`src/rtl/cpu_types_pkg.sv`:
```
// Shared CPU-wide scalar types.
package cpu_types_pkg;
    typedef logic [31:0] word_t;
endpackage

```
`src/rtl/icache_pkg.sv`:
```
// Types and width helpers for the direct-mapped one-word instruction cache.
package icache_pkg;
    import cpu_types_pkg::word_t;

    localparam int ADDR_W    = 32;
    localparam int TAG_MAX_W = 30;

    typedef enum logic {
        IDLE = 1'b0,
        FILL = 1'b1
    } icache_state_t;

    // Tag is stored at its widest possible size; unused upper bits stay zero.
    typedef struct packed {
        logic                 valid;
        logic [TAG_MAX_W-1:0] tag;
        word_t                data;
    } icache_frame_t;

    function automatic int idx_width(int nsets);
        return $clog2(nsets);
    endfunction

    function automatic int tag_width(int nsets);
        return ADDR_W - 2 - $clog2(nsets);
    endfunction
endpackage

```
`src/rtl/icache_if.sv`:
```
// Datapath<->cache and cache<->memory buses; master is the requesting side.
interface dp_cache_if;
    import cpu_types_pkg::*;
    logic  dp_imemREN;
    word_t dp_imemaddr;
    logic  dp_flush;
    logic  dp_ihit;
    word_t dp_imemload;

    modport master (output dp_imemREN, dp_imemaddr, dp_flush,
                    input  dp_ihit, dp_imemload);
    modport slave  (input  dp_imemREN, dp_imemaddr, dp_flush,
                    output dp_ihit, dp_imemload);
endinterface

interface cache_mem_if;
    import cpu_types_pkg::*;
    logic  mem_iREN;
    word_t mem_iaddr;
    word_t mem_iload;
    logic  mem_iwait;

    modport master (output mem_iREN, mem_iaddr,
                    input  mem_iload, mem_iwait);
    modport slave  (input  mem_iREN, mem_iaddr,
                    output mem_iload, mem_iwait);
endinterface

```
`src/rtl/icache_frames.sv`:
```
// Frame storage: one write port, one combinational read port, bulk valid clear.
module icache_frames
    import icache_pkg::*;
#(
    parameter int NSETS = 16,
    parameter int IDX_W = idx_width(NSETS)
) (
    input  logic             clk,
    input  logic             rst,
    input  logic             clear_i,
    input  logic             we_i,
    input  logic [IDX_W-1:0] widx_i,
    input  icache_frame_t    wframe_i,
    input  logic [IDX_W-1:0] ridx_i,
    output icache_frame_t    rframe_o
);
    icache_frame_t frames_q [NSETS];

    // Clearing wins over a same-edge write so a flushed fill never lands.
    always_ff @(posedge clk) begin
        if (rst || clear_i) begin
            for (int i = 0; i < NSETS; i++) begin
                frames_q[i].valid <= 1'b0;
            end
        end else if (we_i) begin
            frames_q[widx_i] <= wframe_i;
        end
    end

    assign rframe_o = frames_q[ridx_i];
endmodule

```
`src/rtl/icache.sv`:
```
// Direct-mapped one-word instruction cache with IDLE/FILL miss handling.
// Optional hit/miss counters are built when ICACHE_STATS_EN is defined.
module icache
    import cpu_types_pkg::*, icache_pkg::*;
#(
    parameter int NSETS = 16
) (
    input  logic        CLK,
    input  logic        RST,
    dp_cache_if.slave   dp,
    cache_mem_if.master mem
`ifdef ICACHE_STATS_EN
    ,
    output word_t       hit_count,
    output word_t       miss_count
`endif
);
    localparam int IDX_W = idx_width(NSETS);

    icache_state_t        state_q, state_d;
    word_t                miss_addr_q, miss_addr_d;
    icache_frame_t        rframe, wframe;
    logic                 hit, fill_we;
    logic [TAG_MAX_W-1:0] req_tag, miss_tag;
    logic                 unused_byte_off;

    assign req_tag         = TAG_MAX_W'(dp.dp_imemaddr[ADDR_W-1:IDX_W+2]);
    assign miss_tag        = TAG_MAX_W'(miss_addr_q[ADDR_W-1:IDX_W+2]);
    assign unused_byte_off = ^dp.dp_imemaddr[1:0];
    assign wframe          = '{valid: 1'b1, tag: miss_tag, data: mem.mem_iload};

    icache_frames #(.NSETS(NSETS)) u_frames (
        .clk      (CLK),
        .rst      (RST),
        .clear_i  (dp.dp_flush),
        .we_i     (fill_we),
        .widx_i   (miss_addr_q[IDX_W+1:2]),
        .wframe_i (wframe),
        .ridx_i   (dp.dp_imemaddr[IDX_W+1:2]),
        .rframe_o (rframe)
    );

    always_comb begin
        state_d     = state_q;
        miss_addr_d = miss_addr_q;
        fill_we     = 1'b0;
        hit         = 1'b0;
        unique case (state_q)
            IDLE: begin
                hit = dp.dp_imemREN && !dp.dp_flush && rframe.valid
                      && (rframe.tag == req_tag);
                if (dp.dp_imemREN && !hit && !dp.dp_flush) begin
                    state_d     = FILL;
                    miss_addr_d = {dp.dp_imemaddr[ADDR_W-1:2], 2'b00};
                end
            end
            FILL: begin
                // A flush abandons the fill; the returning word is dropped.
                if (dp.dp_flush) begin
                    state_d = IDLE;
                end else if (!mem.mem_iwait) begin
                    fill_we = 1'b1;
                    state_d = IDLE;
                end
            end
            default: state_d = IDLE;
        endcase
    end

    always_ff @(posedge CLK) begin
        if (RST) begin
            state_q     <= IDLE;
            miss_addr_q <= '0;
        end else begin
            state_q     <= state_d;
            miss_addr_q <= miss_addr_d;
        end
    end

    assign dp.dp_ihit     = hit;
    assign dp.dp_imemload = hit ? rframe.data : '0;
    assign mem.mem_iREN   = (state_q == FILL);
    assign mem.mem_iaddr  = (state_q == FILL) ? miss_addr_q : '0;

`ifdef ICACHE_STATS_EN
    word_t hit_count_q, hit_count_d, miss_count_q, miss_count_d;

    always_comb begin
        hit_count_d  = hit_count_q;
        miss_count_d = miss_count_q;
        if (hit && (hit_count_q != '1)) begin
            hit_count_d = hit_count_q + 32'd1;
        end
        if ((state_q == IDLE) && (state_d == FILL) && (miss_count_q != '1)) begin
            miss_count_d = miss_count_q + 32'd1;
        end
    end

    always_ff @(posedge CLK) begin
        if (RST) begin
            hit_count_q  <= '0;
            miss_count_q <= '0;
        end else begin
            hit_count_q  <= hit_count_d;
            miss_count_q <= miss_count_d;
        end
    end

    assign hit_count  = hit_count_q;
    assign miss_count = miss_count_q;
`endif
endmodule
```
`src/flat_wrapper.sv`:
```
// flat-port wrapper written by rule: the top's interface ports become plain ports
module icache_flat import cpu_types_pkg::*, icache_pkg::*;
#(
    parameter int NSETS = 16
)
  (CLK, RST, dp_dp_imemREN, dp_dp_imemaddr, dp_dp_flush, dp_dp_ihit, dp_dp_imemload, mem_mem_iREN, mem_mem_iaddr, mem_mem_iload, mem_mem_iwait);
  dp_cache_if dp_i ();
  cache_mem_if mem_i ();
  input  logic CLK;
  input  logic RST;
  input wire logic [$bits(dp_i.dp_imemREN)-1:0] dp_dp_imemREN;
  input wire logic [$bits(dp_i.dp_imemaddr)-1:0] dp_dp_imemaddr;
  input wire logic [$bits(dp_i.dp_flush)-1:0] dp_dp_flush;
  output wire logic [$bits(dp_i.dp_ihit)-1:0] dp_dp_ihit;
  output wire logic [$bits(dp_i.dp_imemload)-1:0] dp_dp_imemload;
  output wire logic [$bits(mem_i.mem_iREN)-1:0] mem_mem_iREN;
  output wire logic [$bits(mem_i.mem_iaddr)-1:0] mem_mem_iaddr;
  input wire logic [$bits(mem_i.mem_iload)-1:0] mem_mem_iload;
  input wire logic [$bits(mem_i.mem_iwait)-1:0] mem_mem_iwait;
  assign dp_i.dp_imemREN = dp_dp_imemREN;
  assign dp_i.dp_imemaddr = dp_dp_imemaddr;
  assign dp_i.dp_flush = dp_dp_flush;
  assign dp_dp_ihit = dp_i.dp_ihit;
  assign dp_dp_imemload = dp_i.dp_imemload;
  assign mem_mem_iREN = mem_i.mem_iREN;
  assign mem_mem_iaddr = mem_i.mem_iaddr;
  assign mem_i.mem_iload = mem_mem_iload;
  assign mem_i.mem_iwait = mem_mem_iwait;
  icache #(.NSETS(NSETS)) u_core (.CLK(CLK), .RST(RST), .dp(dp_i), .mem(mem_i));
endmodule
```
`config.mk`:
```
export PLATFORM = sky130hd
export DESIGN_NAME = icache_flat
export DESIGN_NICKNAME = d
export VERILOG_FILES = /design/src/rtl/cpu_types_pkg.sv /design/src/rtl/icache_pkg.sv /design/src/rtl/icache_if.sv /design/src/rtl/icache_frames.sv /design/src/rtl/icache.sv /design/src/flat_wrapper.sv
export SDC_FILE = /design/constraint.sdc
export NUM_CORES = 1
export LEC_CHECK = 0
export ABC_CLOCK_PERIOD_IN_PS = 6030
export CAP_MARGIN = 20
export CORE_ASPECT_RATIO = 1.1
export CORE_MARGIN = 2
export CORE_UTILIZATION = 50
export CTS_CLUSTER_DIAMETER = 40
export DETAILED_ROUTE_END_ITERATION = 8
export PLACE_DENSITY = 0.67
export SYNTH_ARGS = -nofsm -noshare
export SYNTH_HDL_FRONTEND = slang
export SYNTH_HIERARCHICAL = 1
export SYNTH_SLANG_ARGS = --single-unit
```
`constraint.sdc`:
```
create_clock -name CLK -period 6.03 [get_ports CLK]
set_input_delay 0.603 -clock CLK [delete_from_list [all_inputs] [get_ports CLK]]
set_output_delay 0.603 -clock CLK [all_outputs]
set_load 0.03 [all_outputs]
```
==> run metrics <==
worst hold start dp_dp_imemaddr[2]; Clk pin slew, worst setup/hold paths 0.05 ns; largest net degree at the start of global routing 64; die width 272.8 um; Max Clock Freq 184.2 MHz; mux share of post-synthesis cell area 0.1428; Adder-Cell Fraction of Synth Area 0; Initial Utilization 0.5046; CP Max Fanout 47; Slew headroom 0.3448; Num CTS Buffers 135; simple logic cell fraction of the synthesized area 0.02591; Vias/cell 6.046; post-CTS setup buffers 0; grt ovf 0; clk sink count 1,039; hpwl dp 45,550 um; Max Cap Viol 0; Nets 2,157; post-synthesis sequential area ratio 0.7771; Root Buffer clkbuf_16; R2R cell count 5; Critical Path RT 5.43 ns; Die Y 299.7 um; Synth Area in XOR/XNOR 0.005729; final setup vio count 0; Flop pwr share 0.480; FP Rows 108; vias in the first global route 20.24k; Worst Hold Class in2reg; antenna viol nets, final 0; largest family of logic cells by synthesized area multiplexers; endpoint class of the critical path output pin; post-synth top area share 0.7615; Max IR drop VDD 0.2275 mV; Post-synth top flop edfxtp_1; initial antenna violation count 5; Internal 13.24 mW; Hold Buf Count CTS 0; Final min period 5.428 ns; PwrDens 348.2 nW/um^2; final period utilization 0.9002; layout cell share with drive strength beyond 1 0.2596; P_leak 15.92 nW; Starting DRT DRC Count 2,188; yosys warns 6; # DRC 0; Layout area overhead 20.09%; Gate power share 0.036; gpl congestion 0.7366; ANT cells 0; Final Hold Fails 0; wire per inst 28.40 um; IO Port Bufs 130; clock share of power 0.484; reg2reg start u_core/mem.mem_iREN$_SDFF_PP0_; Clock Tree Buf Depth 3; io pins 135; TritonCTS clock tree built; NetSw 3.379 mW; post-synth top area cell edfxtp_1; Post-CTS Resized 0; Sw Share 0.2033; Slew @ Worst Pin 0.9829 ns; status completed; Synth Cell Area 39,750 um^2; Routed WL 92,050 um; unrepaired setup endpoints after global routing false; post-synthesis cell count 1,796; via count 19.60k; H-tree levels 4; asr flop ratio synth 0; Synth area leaders edfxtp_1, mux4_2, a22oi_1; Total GRT Usage 0.2295; synthesis-stage register bit count 1,039; Power Total 16.62 mW; Post-synth EDFFs 1,008; Core ar. 78,780 um^2; startpoint types primary input; critical path type in2out; Skew-Pair Late Insertion Delay 0.71 ns; first-pass GRT wire length 134,500 um; Final TNS setup 0 ns; count of cell types in the netlist 36; die area 81,770 um^2; Hold Path Stages 2; mean post-synth cell area 22.13 um^2; DRT Pass-1 Iters 5; clock skew 0.02551 ns; Slew Limit Fails 0; Critical Path AT 4.83 ns; Compound-Gate Fraction of Synth Area 0.03318; Worst Setup SP dp_dp_imemaddr[4]; final design utilization 0.6059
-- area by class of cell --
class	instances	area (um^2)
tap	1045	1308
clock inverter	88	1012
multi-input combinational	721	8666
fill	5403	31040
sequential	1039	30890
timing repair buffer	191	2275
clock buffer	157	3587
-- synthesized netlist by cell type, drive strengths merged (2+ instances only) --
library cell and n:
nor2 37, a22oi 126, nor2b 3, nor3b 2, nand4b 2, xor2 26
nand3 2, nand2 65, or2 3, nand2b 2, and2 63, nand4bb 2
nand4 4, edfxtp 1008, nand3b 2, clkbuf 56, nor4 7, o21ai 16
a22o 30, buf 48, conb 2, mux4 252, dfxtp 31
-- metrics by stage --
stage	setup slack (ns)	instances	hold WS (ns)	cell area, um^2
after floorplan	1.567	1864	0.5160	40000
after global placement	0.7799	2995	0.5336	43130
after detailed placement	0.7320	2995	0.5791	43130
after CTS	0.6845	3240	0.4103	47730
after global routing	0.5299	3241	0.4368	47740
final	0.6018	3241	0.4459	47740
-- power by group through the flow --
| stage | sequential (mW) | clock (mW) | combinational [mW] |
|---|---|---|---|
| finish | 7.98 | 8.05 | 0.592 |
| global route | 7.98 | 8.47 | 0.636 |
| CTS | 7.97 | 8.18 | 0.597 |
| detailed placement | 8.12 | 0 | 0.594 |
| global placement | 8.12 | 0 | 0.583 |
| floorplan | 8.10 | 0 | 0.368 |
-- worst max-delay path: stages --
cell	delay, ns
clkdlybuf4s50_1	0.65
and2_4	0.86
a22oi_1	0.18
nand2_1	0.12
xor2_1	0.13
nor4_1	0.65
nand4_1	0.26
nor3_4	0.22
buf_12	0.25
and2_1	0.17
clkdlybuf4s50_1	0.67
-- sequential cells by signal (all words and copies together) (netlist names) --
signal / cells
u_core/mem.mem_iREN: 1
u_core/u_frames/frames_q: 1008
u_core/miss_addr_q: 30
-- worst paths after layout --
path | to | slack (ns)
setup reg to reg | u_core/u_frames/frames_q[11][15]$_DFFE_PP_ | 2.58
hold / removal | u_core/miss_addr_q[2]$_SDFFE_PP0P_ | 0.45
hold reg to reg | u_core/miss_addr_q[3]$_SDFFE_PP0P_ | 0.58
setup / recovery | dp_dp_imemload[29] | 0.60
-- per-layer routing --
layer / part of all wire / up-vias / routed length (um) / GRT usage
li1: - / 8125 / - / -
met1: 0.41 / 10420 / 37350 / 0.3265
met2: 0.49 / 902 / 45330 / 0.3662
met3: 0.080 / 138 / 7371 / 0.04472
met4: 0.021 / 8 / 1945 / 0.06698
met5: 0.00056 / - / 52 / 0
-- cell usage in the layout, fill, tap and decap left out, drive strengths merged, types with 3 or more instances in the layout --
cell / n
bufinv: 18
clkbuf: 157
conb: 70
buf: 81
and2: 63
nand4: 4
dfxtp: 31
nand2: 65
a22oi: 126
clkdlybuf4s50: 110
xor2: 26
a22o: 30
inv: 11
mux4: 252
clkinv: 41
clkinvlp: 18
edfxtp: 1008
nor4: 7
nor2: 37
nor2b: 3
or2: 3
o21ai: 16
-- kinds of logic after synthesis --
| family | Yosys count |
|---|---|
| AO/OA/AOI/OAI | 174 |
| XOR/XNOR | 26 |
| buffers and inverters | 104 |
| flip-flops | 1039 |
| multiplexers | 252 |
| other | 2 |
| AND/OR/NAND/NOR | 199 |
Note: power is estimated with default switching activity, not from simulation.
